File: config.mk
export PLATFORM = sky130hd
export DESIGN_NAME = serial_tx_flat
export DESIGN_NICKNAME = d
export VERILOG_FILES = /design/src/rtl/serial_tx_pkg.sv /design/src/rtl/serial_tx_if.sv /design/src/rtl/serial_tx_bit_timer.sv /design/src/rtl/serial_tx.sv /design/src/flat_wrapper.sv
export SDC_FILE = /design/constraint.sdc
export NUM_CORES = 1
export LEC_CHECK = 0
export CORE_UTILIZATION = 45
export CTS_CLUSTER_DIAMETER = 120
export CTS_CLUSTER_SIZE = 24
export DETAILED_ROUTE_END_ITERATION = 6
export PLACE_DENSITY_LB_ADDON = 0.25
export SYNTH_ARGS = -nofsm -noshare
export SYNTH_HDL_FRONTEND = slang
export SYNTH_SLANG_ARGS = --single-unit
export TNS_END_PERCENT = 10
File: constraint.sdc
create_clock -name clk -period 2.55 [get_ports clk]
set_clock_uncertainty 0.05 [all_clocks]
set_input_delay 0.255 -clock clk [delete_from_list [all_inputs] [get_ports clk]]
set_output_delay 0.255 -clock clk [all_outputs]
set_load 0.03 [all_outputs]
File: src/rtl/serial_tx_pkg.sv
// Shared types and constants for the serial_tx byte-serial transmitter.
// SERIAL_TX_PARITY_EN adds an even-parity bit after the data bits.
package serial_tx_pkg;

  localparam int DATA_W = 8;

`ifdef SERIAL_TX_PARITY_EN
  localparam int FRAME_BITS = 11;
`else
  localparam int FRAME_BITS = 10;
`endif

  typedef enum logic [2:0] {
    ST_IDLE   = 3'd0,
    ST_START  = 3'd1,
    ST_DATA   = 3'd2,
    ST_PARITY = 3'd3,
    ST_STOP   = 3'd4
  } state_t;

endpackage

File: src/rtl/serial_tx_if.sv
// Queue read port: master is the transmitter (pops), slave is the queue.
// Handshake: empty=0 means dq is valid; rd=1 pops the head on that rising edge.
interface serial_tx_if;
  import serial_tx_pkg::*;

  logic              empty;
  logic [DATA_W-1:0] dq;
  logic              rd;

  modport master (input empty, input dq, output rd);
  modport slave  (output empty, output dq, input rd);

endinterface

File: src/rtl/serial_tx_bit_timer.sv
// Bit-period timer: counts 0..CLKS_PER_BIT-1 and pulses tick on the last cycle.
module bit_timer #(
  parameter int CLKS_PER_BIT = 16
) (
  input  logic clk,
  input  logic init_n,
  input  logic clear,
  output logic tick
);

  localparam logic [15:0] LAST = 16'(CLKS_PER_BIT - 1);

  logic [15:0] cnt;

  always_ff @(posedge clk or negedge init_n) begin
    if (!init_n) begin
      cnt <= 16'd0;
    end else if (clear || cnt == LAST) begin
      cnt <= 16'd0;
    end else begin
      cnt <= cnt + 16'd1;
    end
  end

  assign tick = ~clear & (cnt == LAST);

endmodule

File: src/rtl/serial_tx.sv
// Drains the byte queue and sends start, 8 data bits LSB first, [parity], stop.
// SERIAL_TX_PARITY_EN enables the even-parity bit.
module serial_tx
  import serial_tx_pkg::*;
#(
  parameter int CLKS_PER_BIT = 16
) (
  input  logic               clk,
  input  logic               init_n,
  input  logic               en,
  serial_tx_if.master        q,
  output logic               txd,
  output logic               busy,
  output state_t             state_dbg
);

  state_t            state, state_n;
  logic [DATA_W-1:0] shreg, shreg_n;
  logic [2:0]        bit_idx, bit_idx_n;
  logic              txd_n;
  logic              tick;
  logic              load;
`ifdef SERIAL_TX_PARITY_EN
  logic              par, par_n;
`endif

  // Timer is held at zero while idle so START always lasts a full bit.
  bit_timer #(.CLKS_PER_BIT(CLKS_PER_BIT)) u_timer (
    .clk    (clk),
    .init_n (init_n),
    .clear  (state == ST_IDLE),
    .tick   (tick)
  );

  assign load      = en & ~q.empty & ((state == ST_IDLE) | ((state == ST_STOP) & tick));
  assign q.rd      = load;
  assign state_dbg = state;

  always_comb begin
    state_n   = state;
    shreg_n   = shreg;
    bit_idx_n = bit_idx;
`ifdef SERIAL_TX_PARITY_EN
    par_n     = par;
`endif
    case (state)
      ST_START: if (tick) state_n = ST_DATA;
      ST_DATA: begin
        if (tick) begin
          shreg_n = {1'b0, shreg[DATA_W-1:1]};
          if (bit_idx == 3'd7) begin
            bit_idx_n = 3'd0;
`ifdef SERIAL_TX_PARITY_EN
            state_n   = ST_PARITY;
`else
            state_n   = ST_STOP;
`endif
          end else begin
            bit_idx_n = bit_idx + 3'd1;
          end
        end
      end
`ifdef SERIAL_TX_PARITY_EN
      ST_PARITY: if (tick) state_n = ST_STOP;
`endif
      ST_STOP: if (tick) state_n = ST_IDLE;
      default: state_n = ST_IDLE;
    endcase

    // A load overrides both the idle hold and the end-of-stop return to idle.
    if (load) begin
      state_n   = ST_START;
      shreg_n   = q.dq;
      bit_idx_n = 3'd0;
`ifdef SERIAL_TX_PARITY_EN
      par_n     = ^q.dq;
`endif
    end

    case (state_n)
      ST_START:  txd_n = 1'b0;
      ST_DATA:   txd_n = shreg_n[0];
`ifdef SERIAL_TX_PARITY_EN
      ST_PARITY: txd_n = par_n;
`endif
      default:   txd_n = 1'b1;
    endcase
  end

  always_ff @(posedge clk or negedge init_n) begin
    if (!init_n) begin
      state   <= ST_IDLE;
      shreg   <= '0;
      bit_idx <= 3'd0;
      txd     <= 1'b1;
      busy    <= 1'b0;
`ifdef SERIAL_TX_PARITY_EN
      par     <= 1'b0;
`endif
    end else begin
      state   <= state_n;
      shreg   <= shreg_n;
      bit_idx <= bit_idx_n;
      txd     <= txd_n;
      busy    <= (state_n != ST_IDLE);
`ifdef SERIAL_TX_PARITY_EN
      par     <= par_n;
`endif
    end
  end

endmodule

File: src/flat_wrapper.sv
// flat-port wrapper written by rule: the top's interface ports become plain ports
module serial_tx_flat import serial_tx_pkg::*;
#(
  parameter int CLKS_PER_BIT = 16
)
  (clk, init_n, en, txd, busy, state_dbg, q_empty, q_dq, q_rd);
  serial_tx_if q_i ();
  input  logic clk;
  input  logic init_n;
  input  logic en;
  output logic txd;
  output logic busy;
  output state_t state_dbg;
  input wire logic [$bits(q_i.empty)-1:0] q_empty;
  input wire logic [$bits(q_i.dq)-1:0] q_dq;
  output wire logic [$bits(q_i.rd)-1:0] q_rd;
  assign q_i.empty = q_empty;
  assign q_i.dq = q_dq;
  assign q_rd = q_i.rd;
  serial_tx #(.CLKS_PER_BIT(CLKS_PER_BIT)) u_core (.clk(clk), .init_n(init_n), .en(en), .q(q_i), .txd(txd), .busy(busy), .state_dbg(state_dbg));
endmodule
* After elaboration in Yosys (flattened, before gate mapping)
Index checks and enable logic that the tools add are counted. Widths: inputs -> output; s select.
Word-level totals: input port bits 12, register bits after elaboration 32, logic and storage cells 44, output and inout bits 6
Cells by class: equality and inequality tests 7, reduce and logical (&&, ||, !) cells 6, bitwise operators 7, add/sub/neg operators 2, mux-type cells 15
Operator list (count):
- $mux 3 | 9
- $mux 8 | 3
- $add 16x1->16 const B | 1
- $eq 16x4->1 const B | 1
- $mux 16 | 1
- $pmux 3 s3 | 1
- $eq 3x1->1 const B | 2
- $eq 3x2->1 const B | 2
- $eq 3x3->1 const B | 2
- $and 1x1->1 | 4
- $reduce_bool 2->1 | 2
- $add 3x1->3 const B | 1
- $logic_not 3->1 | 1
- $reduce_bool 3->1 | 1
- $not 1->1 | 2
- $pmux 1 s2 | 1
- $reduce_and 2->1 | 1
- $logic_or 1x1->1 | 1
- $or 1x1->1 | 1

* Depth between registers and ports, before layout
word-level depth 9, depth in mapped cells 7, depth with buffers taken out 6

* Cells and area by module
From an unflattened synthesis, not the netlist that was laid out.
Second synthesis, totals: cells, all modules 153, area, all modules 1612.8 sq um
By module, submodules not included:
- bit_timer | cells each 83, times used 1, seq. area each 400.4 sq um, area an instance 837.1 sq um
- serial_tx | cells each 70, times used 1, seq. area each 401.6 sq um, area an instance 775.7 sq um

* Least setup slack after synthesis
Ideal clock, no wire load.
kind reg-to-reg, start reg u_core.u_timer.cnt[12], end reg u_core.shreg[4], library setup time 0.064 ns, data arrival time 1.866 ns, buffers on the path 1, path slack 0.570 ns, cell stages (with the launch flop) 7, required time 2.436 ns, clock period less this slack 1.980 ns, cell sequence dfrtp_1 nor4_2 nand4_4 a2111oi_4 buf_6 a22o_1 a21o_1
Between the ends: cells in the longest elaborated chain, start to end 7, elaborated cells between the ends (all ways) 9, those cells by class 1 x eq/ne; 1 x mux; 4 x bitwise; 3 x reduce/logical
Ends and longest elaborated chain:
- from (decl) | RTL line serial_tx_bit_timer.sv:13 | logic [15:0] cnt;
- from (signal assigned) | RTL line serial_tx_bit_timer.sv:21 | cnt <= cnt + 16'd1;
- $eq 16x4->1 * | RTL line serial_tx_bit_timer.sv:25 | assign tick = ~clear & (cnt == LAST);
- $and 1x1->1 * | RTL line serial_tx_bit_timer.sv:25
- $and 1x1->1 * | RTL line serial_tx.sv:35 | assign load = en & ~q.empty & ((state == ST_IDLE) | ((state == ST_STOP) & tick));
- $or 1x1->1 * | RTL line serial_tx.sv:35
- $and 1x1->1 * | RTL line serial_tx.sv:35
- via q_rd | RTL line flat_wrapper.sv:16 | output wire logic [$bits(q_i.rd)-1:0] q_rd;
- $reduce_bool 2->1 (no source line)
- $reduce_and 2->1 (no source line)
- to (signal assigned) | RTL line serial_tx.sv:102 | shreg <= shreg_n;
- to (decl) | RTL line serial_tx.sv:18 | logic [DATA_W-1:0] shreg, shreg_n;
Mark *: on every way through the listed nets, which the timed path passes. The rest lies on a longest branch. A chain may end at the register's enable or synchronous reset.

* Final worst setup path
start reg u_core.u_timer.cnt[0], end out q_rd
Between the ends: cells in the longest elaborated chain, start to end 5
Ends and longest elaborated chain (RTL line):
- $eq 16x4->1 | serial_tx_bit_timer.sv:25
- $and 1x1->1 | serial_tx_bit_timer.sv:25
- $and 1x1->1 | serial_tx.sv:35
- $or 1x1->1 | serial_tx.sv:35
- $and 1x1->1 | serial_tx.sv:35
- to (decl) | flat_wrapper.sv:16
No other way between the ends.

==> flow_metrics.tcl <==
set metrics [dict create \
    hold_slack_ns 0.247 \
    syn-num-nets 158 \
    synth.distinct_cells 33 \
    grt.overflow.total 0 \
    core_area_mm2 0.00334 \
    syn-instance-count 143 \
    clkTransAtPathRegs_ns 0.11 \
    cts_inserted_buffers 5 \
    pwr-share-seq_pct 52.7 \
    die-area_mm2 0.00373 \
    leakage_nw 0.860 \
    drv_cap 0 \
    fmax_ghz 0.422 \
    wl_per_cell_um 12.8 \
    status "complete, no violations" \
    grt_use_met1_pct 20.9 \
    crit_fanout 9 \
    area_growth_pct 21.2 \
    vias_per_cell 5.32 \
    worstPathArrival_ns 2.06 \
    pwr-share-clk_pct 21.7 \
    use_met2_pct 25.3 \
    synth-seq-area-share_pct 51.0 \
    final_common_cell "dfrtp_1" \
    yosys_warnings 0 \
    hold_class "primary input to async pin" \
    fin_cells 216 \
    fin_crit_ns 2.37 \
    fin_setup_tns_ns 0 \
    crit_path_start_kind "register" \
    cts.sinks 32 \
    hold_viol 0 \
    setup_viol 0 \
    totalWireLength_mm 2.76 \
    drt_iter0_drc 55 \
    antenna_found_initial 0 \
    critical_path_class "register to output pin" \
    post-route-period-util_pct 92.9 \
    power_density_mw_per_mm2 722 \
    slew_headroom_pct 72.6 \
    power.internal_uw 915 \
    drc 0 \
    cts-hold-fix-buffers 0 \
    syn-cell-area_mm2 0.00157 \
    port_buffers 17 \
    grt_usage_pct 16.3 \
    ant_nets 0 \
    placed_cells 205 \
    die_h_um 61.1 \
    clock_path_buffers 2 \
    power_mw 1.38 \
    final_cell_mix "30 x dfrtp_1, 20 x nor2_1, 16 x clkdlybuf4s50_1, 7 x a21oi_1, 7 x buf_4" \
    crit_required_ns 2.25 \
    num_io_pins 18 \
    drive_gt1_share_pct 15.3 \
    htree_levels 2 \
    grt_max_degree 33 \
    switchingPower_uw 460 \
    power_frac_comb_pct 25.6 \
    cp-end-kind "output pin" \
    grtUsageMet3_pct 5.25 \
    num_rows 21 \
    finish.net_count 184 \
    initial_core_util_pct 47.1 \
    dp_hpwl_mm 1.87 \
    worst_pin_slew_ns 0.411 \
    switching_share_pct 33.5 \
    dr.pass1.iters 4 \
    fillerInstances 304 \
    die_w_um 61.1 \
    avgSynthCellArea_um2 11.0 \
    rsz0062_at_grt "false" \
    grt-busiest-layer "met2" \
    slew_violations 0 \
    ir_worst_vdd_uv 397 \
    antennaDiodeCount 0 \
    grt_pass1_wl_mm 4.39 \
    synth-seq-cells 32 \
    root_buffer "clkbuf_4" \
    place_congestion 0.816 \
    clock_latency_ns 0.33 \
    num_vias 1150 \
    grt_pass1_vias 1027 \
    cts_tree "yes" \
]
-- per-layer routing --
layer	vias to the layer above	part of all wire, %
met3	4	4.1
met1	567	47
li1	558	-
met4	0	1.3
met5	-	0
met2	21	48
-- Yosys cell counts, drive strengths merged --
cell type | number | area [um2]
and4 | 1 | 8.76
nand2b | 3 | 18.8
nor2b | 1 | 6.26
nand3 | 4 | 20.0
ha | 3 | 37.5
dfstp | 1 | 26.3
mux2i | 5 | 50.1
nand4 | 3 | 33.8
or3 | 3 | 18.8
a22o | 6 | 52.6
nor2 | 20 | 75.1
inv | 3 | 11.3
clkbuf | 3 | 11.3
a2111oi | 1 | 27.5
nand2 | 6 | 22.5
nor3 | 1 | 5.00
o21ai | 6 | 30.0
o31ai | 1 | 7.51
xnor2 | 6 | 52.6
a21o | 6 | 45.0
buf | 2 | 18.8
nor4 | 3 | 46.3
and3 | 7 | 43.8
xor2 | 6 | 52.6
nor4b | 1 | 15.0
a211o | 1 | 8.76
a21oi | 7 | 35.0
and2 | 1 | 6.26
dfrtp | 31 | 776
or3b | 1 | 8.76
-- critical path: stages (launching register included) --
cell and delay [ns]:
dfrtp_1 0.40, ha_1 0.19, and3_2 0.25, nand4_4 0.18, a2111oi_4 0.40, buf_6 0.16
buf_4 0.15
-- power groups by stage --
stage	registers [mW]	logic, mW	clock network, mW
2_1_floorplan	0.735	0.225	0
5_1_grt	0.747	0.394	0.330
3_5_place_dp	0.735	0.348	0
6_report	0.724	0.352	0.299
4_1_cts	0.724	0.349	0.308
3_3_place_gp	0.729	0.336	0
-- sequential cells by signal, summed over array words and instances, names as in the netlist --
name                flops
u_core.u_timer.cnt     16
u_core.shreg            8
u_core.bit_idx          3
u_core.state_dbg        3
u_core.busy             1
u_core.txd              1
-- kinds of logic (layout without fill, tap and decap cells) --
kind of cell             after synthesis  count (layout)  share of synthesized area [%]
XOR/XNOR                              12              12                           6.69
AND/OR/NAND/NOR                       55              55                           20.9
buffers and inverters                  8              35                           2.63
adder cells (fa/ha/maj)                3               3                           2.39
multiplexers                           5               5                           3.18
AO/OA/AOI/OAI                         28              28                           13.1
flip-flops                            32              32                           51.0
-- what timing repair did --
item,4_1_cts,5_1_grt
endpoints found under the setup margin,0,1
endpoints found under the hold margin,0,0
resized for setup,0,5
buffers inserted,0,3
-- layout make-up --
class | count | area, um2 | share of cell area [%]
Tap cell | 46 | 57.6 | 3.02
Sequential cell | 32 | 803 | 42.2
Clock buffer | 5 | 37.5 | 1.97
Inverter | 3 | 11.3 | 0.591
Multi-Input combinational cell | 103 | 747 | 39.2
Clock inverter | 3 | 23.8 | 1.25
Timing Repair Buffer | 24 | 224 | 11.8
-- path summary, 6_finish.rpt --
path                                        from                      to  slack (ns)  cells after the start
max                        u_core.u_timer.cnt[0]                    q_rd        0.18                      6
min                                       init_n  u_core.u_timer.cnt[15]        0.25                      2
max reg2reg                u_core.u_timer.cnt[0]         u_core.shreg[5]        0.38                      8
min reg2reg                u_core.u_timer.cnt[0]   u_core.u_timer.cnt[0]        0.43                      1
max in group asynchronous                 init_n              u_core.txd        1.87                      2
min in group clk                         q_dq[0]         u_core.shreg[0]        0.42                      3
-- through the flow --
stage	worst slack [ns]	utilization, %	cell area (um2)
after floorplan	0.570	-	1570
after global placement	0.438	53.8	1800
after detailed placement	0.411	53.8	1800
after CTS	0.0401	55.7	1860
after global routing	0.0430	57.1	1900
final	0.180	57.1	1900
Note: power is estimated with default switching activity, not from simulation.
